`config.mk`:
```
export PLATFORM = sky130hd
export DESIGN_NAME = vga_timing_core
export DESIGN_NICKNAME = d
export VERILOG_FILES = /design/src/rtl/vga_timing_pkg.sv /design/src/rtl/vga_axis_counter.sv /design/src/rtl/vga_timing_core.sv
export SDC_FILE = /design/constraint.sdc
export NUM_CORES = 1
export LEC_CHECK = 0
export ABC_AREA = 1
export CAP_MARGIN = 20
export CORE_MARGIN = 3
export CORE_UTILIZATION = 34
export CTS_BUF_LIST = sky130_fd_sc_hd__clkbuf_4 sky130_fd_sc_hd__clkbuf_8
export DETAILED_ROUTE_END_ITERATION = 10
export SLEW_MARGIN = 0
export SYNTH_ARGS = -nofsm -noshare
export SYNTH_HDL_FRONTEND = slang
export SYNTH_SLANG_ARGS = --single-unit
```
`constraint.sdc`:
```
create_clock -name clk -period 1.7 [get_ports clk]
set_input_delay 0.34 -clock clk [delete_from_list [all_inputs] [get_ports clk]]
set_output_delay 0.34 -clock clk [all_outputs]
set_load 0.1 [all_outputs]
```
`src/rtl/vga_timing_pkg.sv`:
```
// Shared types, 640x480@60 default timings and the line/frame length helper
// for the VGA timing generator.
package vga_timing_pkg;

    typedef logic [9:0] pos_t;

    localparam int H_DISPLAY_DEF = 640;
    localparam int H_FRONT_DEF   = 16;
    localparam int H_SYNC_DEF    = 96;
    localparam int H_BACK_DEF    = 48;
    localparam int V_DISPLAY_DEF = 480;
    localparam int V_FRONT_DEF   = 10;
    localparam int V_SYNC_DEF    = 2;
    localparam int V_BACK_DEF    = 33;
    localparam int POS_LIMIT     = 1024;

    function automatic int total(input int display, input int front,
                                 input int sync, input int back);
        return display + front + sync + back;
    endfunction

endpackage

```
`src/rtl/vga_axis_counter.sv`:
```
// One scan axis: position counter with sync/active flags decoded from the
// value being loaded, so all three registers always describe the same position.
module vga_axis_counter
    import vga_timing_pkg::*;
#(
    parameter int   DISPLAY     = H_DISPLAY_DEF,
    parameter int   FRONT       = H_FRONT_DEF,
    parameter int   SYNC        = H_SYNC_DEF,
    parameter int   BACK        = H_BACK_DEF,
    parameter logic SYNC_ACTIVE = 1'b0
) (
    input  logic       clk,
    input  logic       rst_n,
    input  logic       i_step,
    output logic [9:0] o_pos,
    output logic       o_sync,
    output logic       o_active,
    output logic       o_wrap_next
);

    localparam pos_t LAST     = pos_t'(total(DISPLAY, FRONT, SYNC, BACK) - 1);
    localparam pos_t SYNC_LO  = pos_t'(DISPLAY + FRONT);
    localparam pos_t SYNC_HI  = pos_t'(DISPLAY + FRONT + SYNC - 1);
    localparam pos_t DISP_END = pos_t'(DISPLAY);

    logic [9:0] r_pos;
    logic       r_sync;
    logic       r_active;
    logic [9:0] w_pos_next;
    logic       w_wrap;

    assign w_wrap     = (r_pos == LAST);
    assign w_pos_next = w_wrap ? 10'd0 : r_pos + 10'd1;

    always_ff @(posedge clk) begin
        if (!rst_n) begin
            r_pos    <= LAST;
            r_sync   <= ~SYNC_ACTIVE;
            r_active <= 1'b0;
        end else if (i_step) begin
            r_pos    <= w_pos_next;
            r_sync   <= (w_pos_next >= SYNC_LO && w_pos_next <= SYNC_HI) ? SYNC_ACTIVE : ~SYNC_ACTIVE;
            r_active <= (w_pos_next < DISP_END);
        end
    end

    assign o_pos       = r_pos;
    assign o_sync      = r_sync;
    assign o_active    = r_active;
    assign o_wrap_next = w_wrap;

endmodule

```
`src/rtl/vga_timing_core.sv`:
```
// VGA pixel timing generator: horizontal/vertical scan counters, syncs,
// display window, line/frame strobes and a pausable frame counter.
module vga_timing_core
    import vga_timing_pkg::*;
#(
    parameter int   H_DISPLAY   = H_DISPLAY_DEF,
    parameter int   H_FRONT     = H_FRONT_DEF,
    parameter int   H_SYNC      = H_SYNC_DEF,
    parameter int   H_BACK      = H_BACK_DEF,
    parameter int   V_DISPLAY   = V_DISPLAY_DEF,
    parameter int   V_FRONT     = V_FRONT_DEF,
    parameter int   V_SYNC      = V_SYNC_DEF,
    parameter int   V_BACK      = V_BACK_DEF,
    parameter logic SYNC_ACTIVE = 1'b0,
    parameter int   FRAME_W     = 10
) (
    input  logic               clk,
    input  logic               rst_n,
    input  logic               ena_i,
    input  logic               freeze_i,
    output logic [9:0]         hpos,
    output logic [9:0]         vpos,
    output logic               display_on,
    output logic               hsync,
    output logic               vsync,
    output logic               line_start,
    output logic               frame_start,
    output logic [FRAME_W-1:0] frame_count
);

    localparam int   H_TOTAL = total(H_DISPLAY, H_FRONT, H_SYNC, H_BACK);
    localparam int   V_TOTAL = total(V_DISPLAY, V_FRONT, V_SYNC, V_BACK);
    // Last line before vsync; wrapping hpos out of it enters the vsync leading edge.
    localparam pos_t V_TICK  = pos_t'(V_DISPLAY + V_FRONT - 1);

    if (H_TOTAL > POS_LIMIT || V_TOTAL > POS_LIMIT) begin : g_bad_params
        $fatal(1, "vga_timing_core: H_TOTAL/V_TOTAL exceed 10-bit position range");
    end

    logic               w_h_wrap, w_v_wrap, w_v_step;
    logic               w_h_active, w_v_active;
    logic [9:0]         w_vpos;
    logic               r_line_start, r_frame_start;
    logic [FRAME_W-1:0] r_frame_count;

    assign w_v_step = ena_i & w_h_wrap;

    vga_axis_counter #(
        .DISPLAY(H_DISPLAY), .FRONT(H_FRONT), .SYNC(H_SYNC), .BACK(H_BACK),
        .SYNC_ACTIVE(SYNC_ACTIVE)
    ) u_h (
        .clk(clk), .rst_n(rst_n), .i_step(ena_i),
        .o_pos(hpos), .o_sync(hsync), .o_active(w_h_active), .o_wrap_next(w_h_wrap)
    );

    vga_axis_counter #(
        .DISPLAY(V_DISPLAY), .FRONT(V_FRONT), .SYNC(V_SYNC), .BACK(V_BACK),
        .SYNC_ACTIVE(SYNC_ACTIVE)
    ) u_v (
        .clk(clk), .rst_n(rst_n), .i_step(w_v_step),
        .o_pos(w_vpos), .o_sync(vsync), .o_active(w_v_active), .o_wrap_next(w_v_wrap)
    );

    always_ff @(posedge clk) begin
        if (!rst_n) begin
            r_line_start  <= 1'b0;
            r_frame_start <= 1'b0;
            r_frame_count <= '0;
        end else begin
            r_line_start  <= w_v_step;
            r_frame_start <= w_v_step & w_v_wrap;
            if (w_v_step && w_vpos == V_TICK && !freeze_i)
                r_frame_count <= r_frame_count + FRAME_W'(1);
        end
    end

    assign vpos        = w_vpos;
    assign display_on  = w_h_active & w_v_active;
    assign line_start  = r_line_start;
    assign frame_start = r_frame_start;
    assign frame_count = r_frame_count;

endmodule

```
== After elaboration in Yosys (flattened, before gate mapping) ==
Cells that the tools add are included.
Cells by class
  add/sub/neg operators: 3
  order comparisons: 6
  equality and inequality tests: 3
  mux-type cells: 4
  bitwise operators: 3
  reductions and logical operators: 5
Operator list (count)
  $add A10 B1 Y10 const B: 3
  $eq A10 B10 Y1 const B: 2
  $mux W10: 2
  $eq A10 B9 Y1 const B: 1
  $ge A10 B10 Y1 const B: 1
  $ge A10 B9 Y1 const B: 1
  $le A10 B10 Y1 const B: 1
  $le A10 B9 Y1 const B: 1
  $lt A10 B10 Y1 const B: 1
  $lt A10 B9 Y1 const B: 1
  $logic_and A1 B1 Y1: 4
  $and A1 B1 Y1: 3
  $mux W1: 2
  $logic_not A1 Y1: 1
Storage, ports and cells
  bits in registers: 36
  input port bits: 4
  output and inout port bits: 35

== Longest topological paths before layout ==
  word-level depth: 5
  gate-level depth with buffers: 11

== Cells and area by module ==
A second synthesis with hierarchy kept.
Unflattened totals
  cell total of the unflattened synthesis: 347
  area total of the unflattened synthesis: 2287.2 sq um
By module, submodules not included
  vga_axis_counter (u_v): times used 1, cells each 122, area each 772.0 sq um
  vga_timing_core: times used 1, cells each 119, area each 758.2 sq um
  vga_axis_counter (u_h): times used 1, cells each 106, area each 757.0 sq um

== Worst setup path after synthesis ==
OpenSTA, ideal clock, no wires.
  path kind: reg2reg
  start point: reg u_h.r_pos[1], in the netlist u_h.o_pos[1]
  end point: reg u_v.r_pos[7], in the netlist u_v.o_pos[7]
  arrival time: 2252 ps
  data required time: 1629 ps
  slack: -624 ps
  stages on the path, launching flop included: 9
  buffers on the path: 1
  period minus slack after synthesis: 2324 ps
  cell sequence: dfxtp_1 ha_1 nand2_2 nor2_8 nand4_4 clkinv_2 buf_4 o21ai_0 a21oi_1
Between the ends
  longest elaborated chain between the ends: 2
Ends and longest elaborated chain
  from (decl): line vga_axis_counter.sv:26  | logic [9:0] r_pos;
  from (signal assigned): line vga_axis_counter.sv:41  | r_pos <= w_pos_next;
  $eq A10 B10 Y1: line vga_axis_counter.sv:32  | assign w_wrap = (r_pos == LAST);
  $and A1 B1 Y1: line vga_timing_core.sv:46  | assign w_v_step = ena_i & w_h_wrap;
  to (signal assigned): line vga_axis_counter.sv:41
  to (decl): line vga_axis_counter.sv:26
No other way between the ends.
A chain may end at the register's enable or synchronous reset.

== Worst setup path in the final report ==
  start point: reg u_h.r_pos[0], in the netlist u_h.o_pos[0]
  end point: reg r_frame_count[3], in the netlist frame_count[3]
Between the ends
  longest elaborated chain between the ends: 4
Ends and longest elaborated chain
  $eq A10 B10 Y1: line vga_axis_counter.sv:32
  $and A1 B1 Y1: line vga_timing_core.sv:46
  $logic_and A1 B1 Y1 (2 in series): line vga_timing_core.sv:72  | if (w_v_step && w_vpos == V_TICK && !freeze_i)
  to (signal assigned): line vga_timing_core.sv:73  | r_frame_count <= r_frame_count + FRAME_W'(1);
  to (decl): line vga_timing_core.sv:44  | logic [FRAME_W-1:0] r_frame_count;
No other way between the ends.

==> run summary <==
The synthesized netlist cell count was 312. The floorplan step set the die width to 84.1 um. STA classifies the critical path endpoint as a flip-flop. For this run, the register share of the synthesized area comes to 34.7%.

Summed over all nets, the half-perimeter wirelength after detailed placement is 3.91 mm. From bottom edge to top edge, the die measures 84.1 um. Most common library cell in the layout ignoring fill and taps: sky130_fd_sc_hd__nand2_1. The top cell types in the final layout, fill and taps aside, are sky130_fd_sc_hd__nand2_1 (78), sky130_fd_sc_hd__inv_1 (38), sky130_fd_sc_hd__buf_12 (35). For the initial antenna violation count, the log shows 0.

The run gives 52.6% as the headroom to the max-slew limit. Counting every sink on the clock net gives 36. The worst hold path belongs to the class flip-flop to flip-flop. Across the VDD grid, the largest voltage drop is 0.467 mV. The number of H-tree levels is 2.

The synthesized netlist devotes 3.62% of its cell area to adder and majority cells. The post-route netlist has 27.2% of its cells at a drive strength greater than 1. Buffers inserted to repair hold after CTS numbered 0. Clock tree synthesis inserted a total of 5 buffers. The floorplan step defined a die boundary enclosing 7080 um^2. In the synthesized netlist the dominant register cell turns out to be sky130_fd_sc_hd__dfxtp_1. Summing the areas of all compound-gate instances in the mapped netlist gives 16.0% of the synthesized area. The cell at the root of the clock tree is sky130_fd_sc_hd__clkbuf_8.

The first global-routing pass estimated 9.01 mm of wire. The run finished with clean final reports. The signed area change from the synthesized netlist to the final layout is 50.8%. The number of pins exceeding their max-slew limit in the final report is 0. Data on the critical path arrives at its endpoint at 1.78 ns. The repair_antennas step left the layout with diodes totalling 0.

The clock passes through at most 2 buffers. The routability congestion estimate is 0.865, and the mean cell area of the mapped netlist is 6.65 um^2. In the synthesized netlist the async set-or-reset flop fraction comes to 0%.

The count of nets left with antenna violations once routing finished came out at 0. By startpoint and endpoint, the worst setup path is classified as flip-flop to flip-flop. Of the total synthesized cell area, the portion taken by XOR and XNOR cells is 2.95%. At the pin with the least slew margin, the transition time is 0.710 ns. Static timing analysis puts the maximum clock frequency at 631 MHz.

After filler insertion, the fill cell instance count of the layout stands at 538. Clock-pin slew was measured on the worst setup and hold paths at 0.08 ns. Setup repair after global routing could not meet its margin everywhere. STA puts the critical path data required time at 1.90 ns. TritonCTS built the clock tree.

The number of distinct library cells after synthesis was 31. The logs give 36.4% for the effective utilization at floorplan and 126 for the starting DRC count in detailed routing. The insertion delay of the later-clocked pin in the worst-skew pair was 0.28 ns; the via count normalized by instance count was 4.87.

Setup violations remaining at the end of the flow were counted as 0. In this run the standard cell core region covers 5710 um^2. Power spread over the standard cell area amounts to 768 nW/um^2. The net count of the finished layout is 373. The clock period minus final worst setup slack was 1.58 ns; the worst-case register-to-register setup slack was 0.12 ns.

The worst path meets setup with 0.116 ns of slack. The number of search-and-repair iterations in the first detailed-routing pass is 4. Measured against the total synthesized area, the mux share comes to 0%. Final hold analysis gives a worst-case slack of 0.471 ns. The mapped netlist covers 2080 um^2.

Wire length after detailed routing: 5.25 mm. For the via count of the first global-routing pass, the log shows 1,953. Total count of hold-check failures in the final report: 0. The logs give 27 for the site row count and 0 for the count of warnings emitted by yosys. Counting every net in the synthesized netlist gives 322. Number of enable-type register cells in the synthesized netlist: 0. Dominant combinational cell family by area after synthesis: simple AND/OR/NAND/NOR gates.

Critical path launch point type: a flip-flop. The global routing usage summed across all routing layers is 15.3%. During placement, the flow inserted port buffers numbering 38. The largest fanout of any net on the critical path works out to 6.

Summed over all cells, the static leakage comes to 1.32 nW. In the routed design, unresolved DRC markers number 0. The setup skew after layout came out at 0.00996 ns. After layout, the worst path uses 93.2% of the clock period. The maximum number of pins on one net before global-route repair came out at 22.

After synthesis the netlist holds a flip-flop and latch count of 36. Summing over every cut layer, the via total after detailed routing is 2,125. In the final routed layout, each cell accounts on average for 12.0 um.

After Yosys synthesis, and, or, nand and nor cells account for 34.0% of the synthesized area. 39 I/O pins were placed. After global routing the overflow that remains totals 0. For the max capacitance violation total, the log shows 0. The minimum setup slack after placement is -0.00314 ns.
[critical path, stage by stage (launching register included)]
cell and delay (ns):
sky130_fd_sc_hd__dfxtp_4 0.38, sky130_fd_sc_hd__ha_4 0.14, sky130_fd_sc_hd__nand2_2 0.10, sky130_fd_sc_hd__nor2_8 0.15, sky130_fd_sc_hd__nand4_4 0.17, sky130_fd_sc_hd__nor3_4 0.34, sky130_fd_sc_hd__nand2_1 0.09, sky130_fd_sc_hd__a21oi_1 0.14
[final cells by class]
class / instances / area [um^2] / share of cell area [%]
clock buffer: 7 / 83.8 / 2.68
clock inverter: 1 / 5.00 / 0.160
inverter: 39 / 148 / 4.72
multi-input combinational: 230 / 1200 / 38.3
sequential: 36 / 774 / 24.8
tap: 72 / 90.1 / 2.88
timing repair buffer: 51 / 828 / 26.5
[per-layer routing]
metal	share of wire, %	track usage (%)
met1	51	20.6
met2	44	24.0
met3	4.0	3.43
met4	0.97	5.26
met5	0	0
[power by group]
part	internal, W	switching, W
logic	0.000293	0.000523
clock network	0.000320	0.000299
registers	0.000890	0.0000776
total	0.00150	0.000900
[logic make-up (layout without fill, tap and decap cells)]
family          after synthesis  after routing
simple gates                156            156
xor+xnor                      7              7
fa+ha+maj                     6              6
buf+inv                      46             98
compound gates               61             61
flops                        36             36
[cells in the mapped netlist, types with 2 or more instances]
cell type,number,share of area (%)
sky130_fd_sc_hd__o211ai_1,3,1.1
sky130_fd_sc_hd__o21ai_1,2,0.48
sky130_fd_sc_hd__nand4_1,9,2.7
sky130_fd_sc_hd__nor3_1,6,1.4
sky130_fd_sc_hd__nor2_1,31,5.6
sky130_fd_sc_hd__o21ai_0,20,4.8
sky130_fd_sc_hd__o21bai_1,2,0.72
sky130_fd_sc_hd__inv_1,38,6.9
sky130_fd_sc_hd__nand3_1,22,5.3
sky130_fd_sc_hd__clkbuf_1,4,0.72
sky130_fd_sc_hd__dfxtp_1,36,35
sky130_fd_sc_hd__ha_1,6,3.6
sky130_fd_sc_hd__buf_2,2,0.48
sky130_fd_sc_hd__a211oi_1,2,0.72
sky130_fd_sc_hd__a21oi_1,29,7.0
sky130_fd_sc_hd__nand2_2,2,0.60
sky130_fd_sc_hd__nand2_1,79,14
sky130_fd_sc_hd__xor2_1,6,2.5
[state kept, by name (all words and copies together), names as in the netlist]
| register | count |
|---|---|
| u_v.o_active | 1 |
| frame_count | 10 |
| line_start | 1 |
| u_h.o_active | 1 |
| u_v.o_pos | 10 |
| u_v.o_sync | 1 |
| u_h.o_sync | 1 |
| u_h.o_pos | 10 |
| frame_start | 1 |
[final timing paths]
kind         cells past startpoint          from             end
max                              7  u_h.o_pos[0]  frame_count[3]
min                              2  u_v.o_active    u_v.o_active
max reg2reg                      7  u_h.o_pos[0]  frame_count[3]
min reg2reg                      2  u_v.o_active    u_v.o_active
[timing repair]
action	in CTS	in global routing
endpoints found under the setup margin	0	13
setup buffers	0	5
resized for setup	0	4
[through the flow]
stage                      TNS, ns  utilization [%]  std cells  instance area, um^2  power [W]
after floorplan                  0                -        312                 2140    0.00149
after global placement           0             52.4        423                 2990    0.00176
after detailed placement  -0.00314             52.4        423                 2990    0.00177
after CTS                        0             53.9        431                 3080    0.00238
after global routing       -0.0372             54.8        436                 3130    0.00252
final                            0             54.8        436                 3130    0.00240
(Power assumes the default switching activity.)
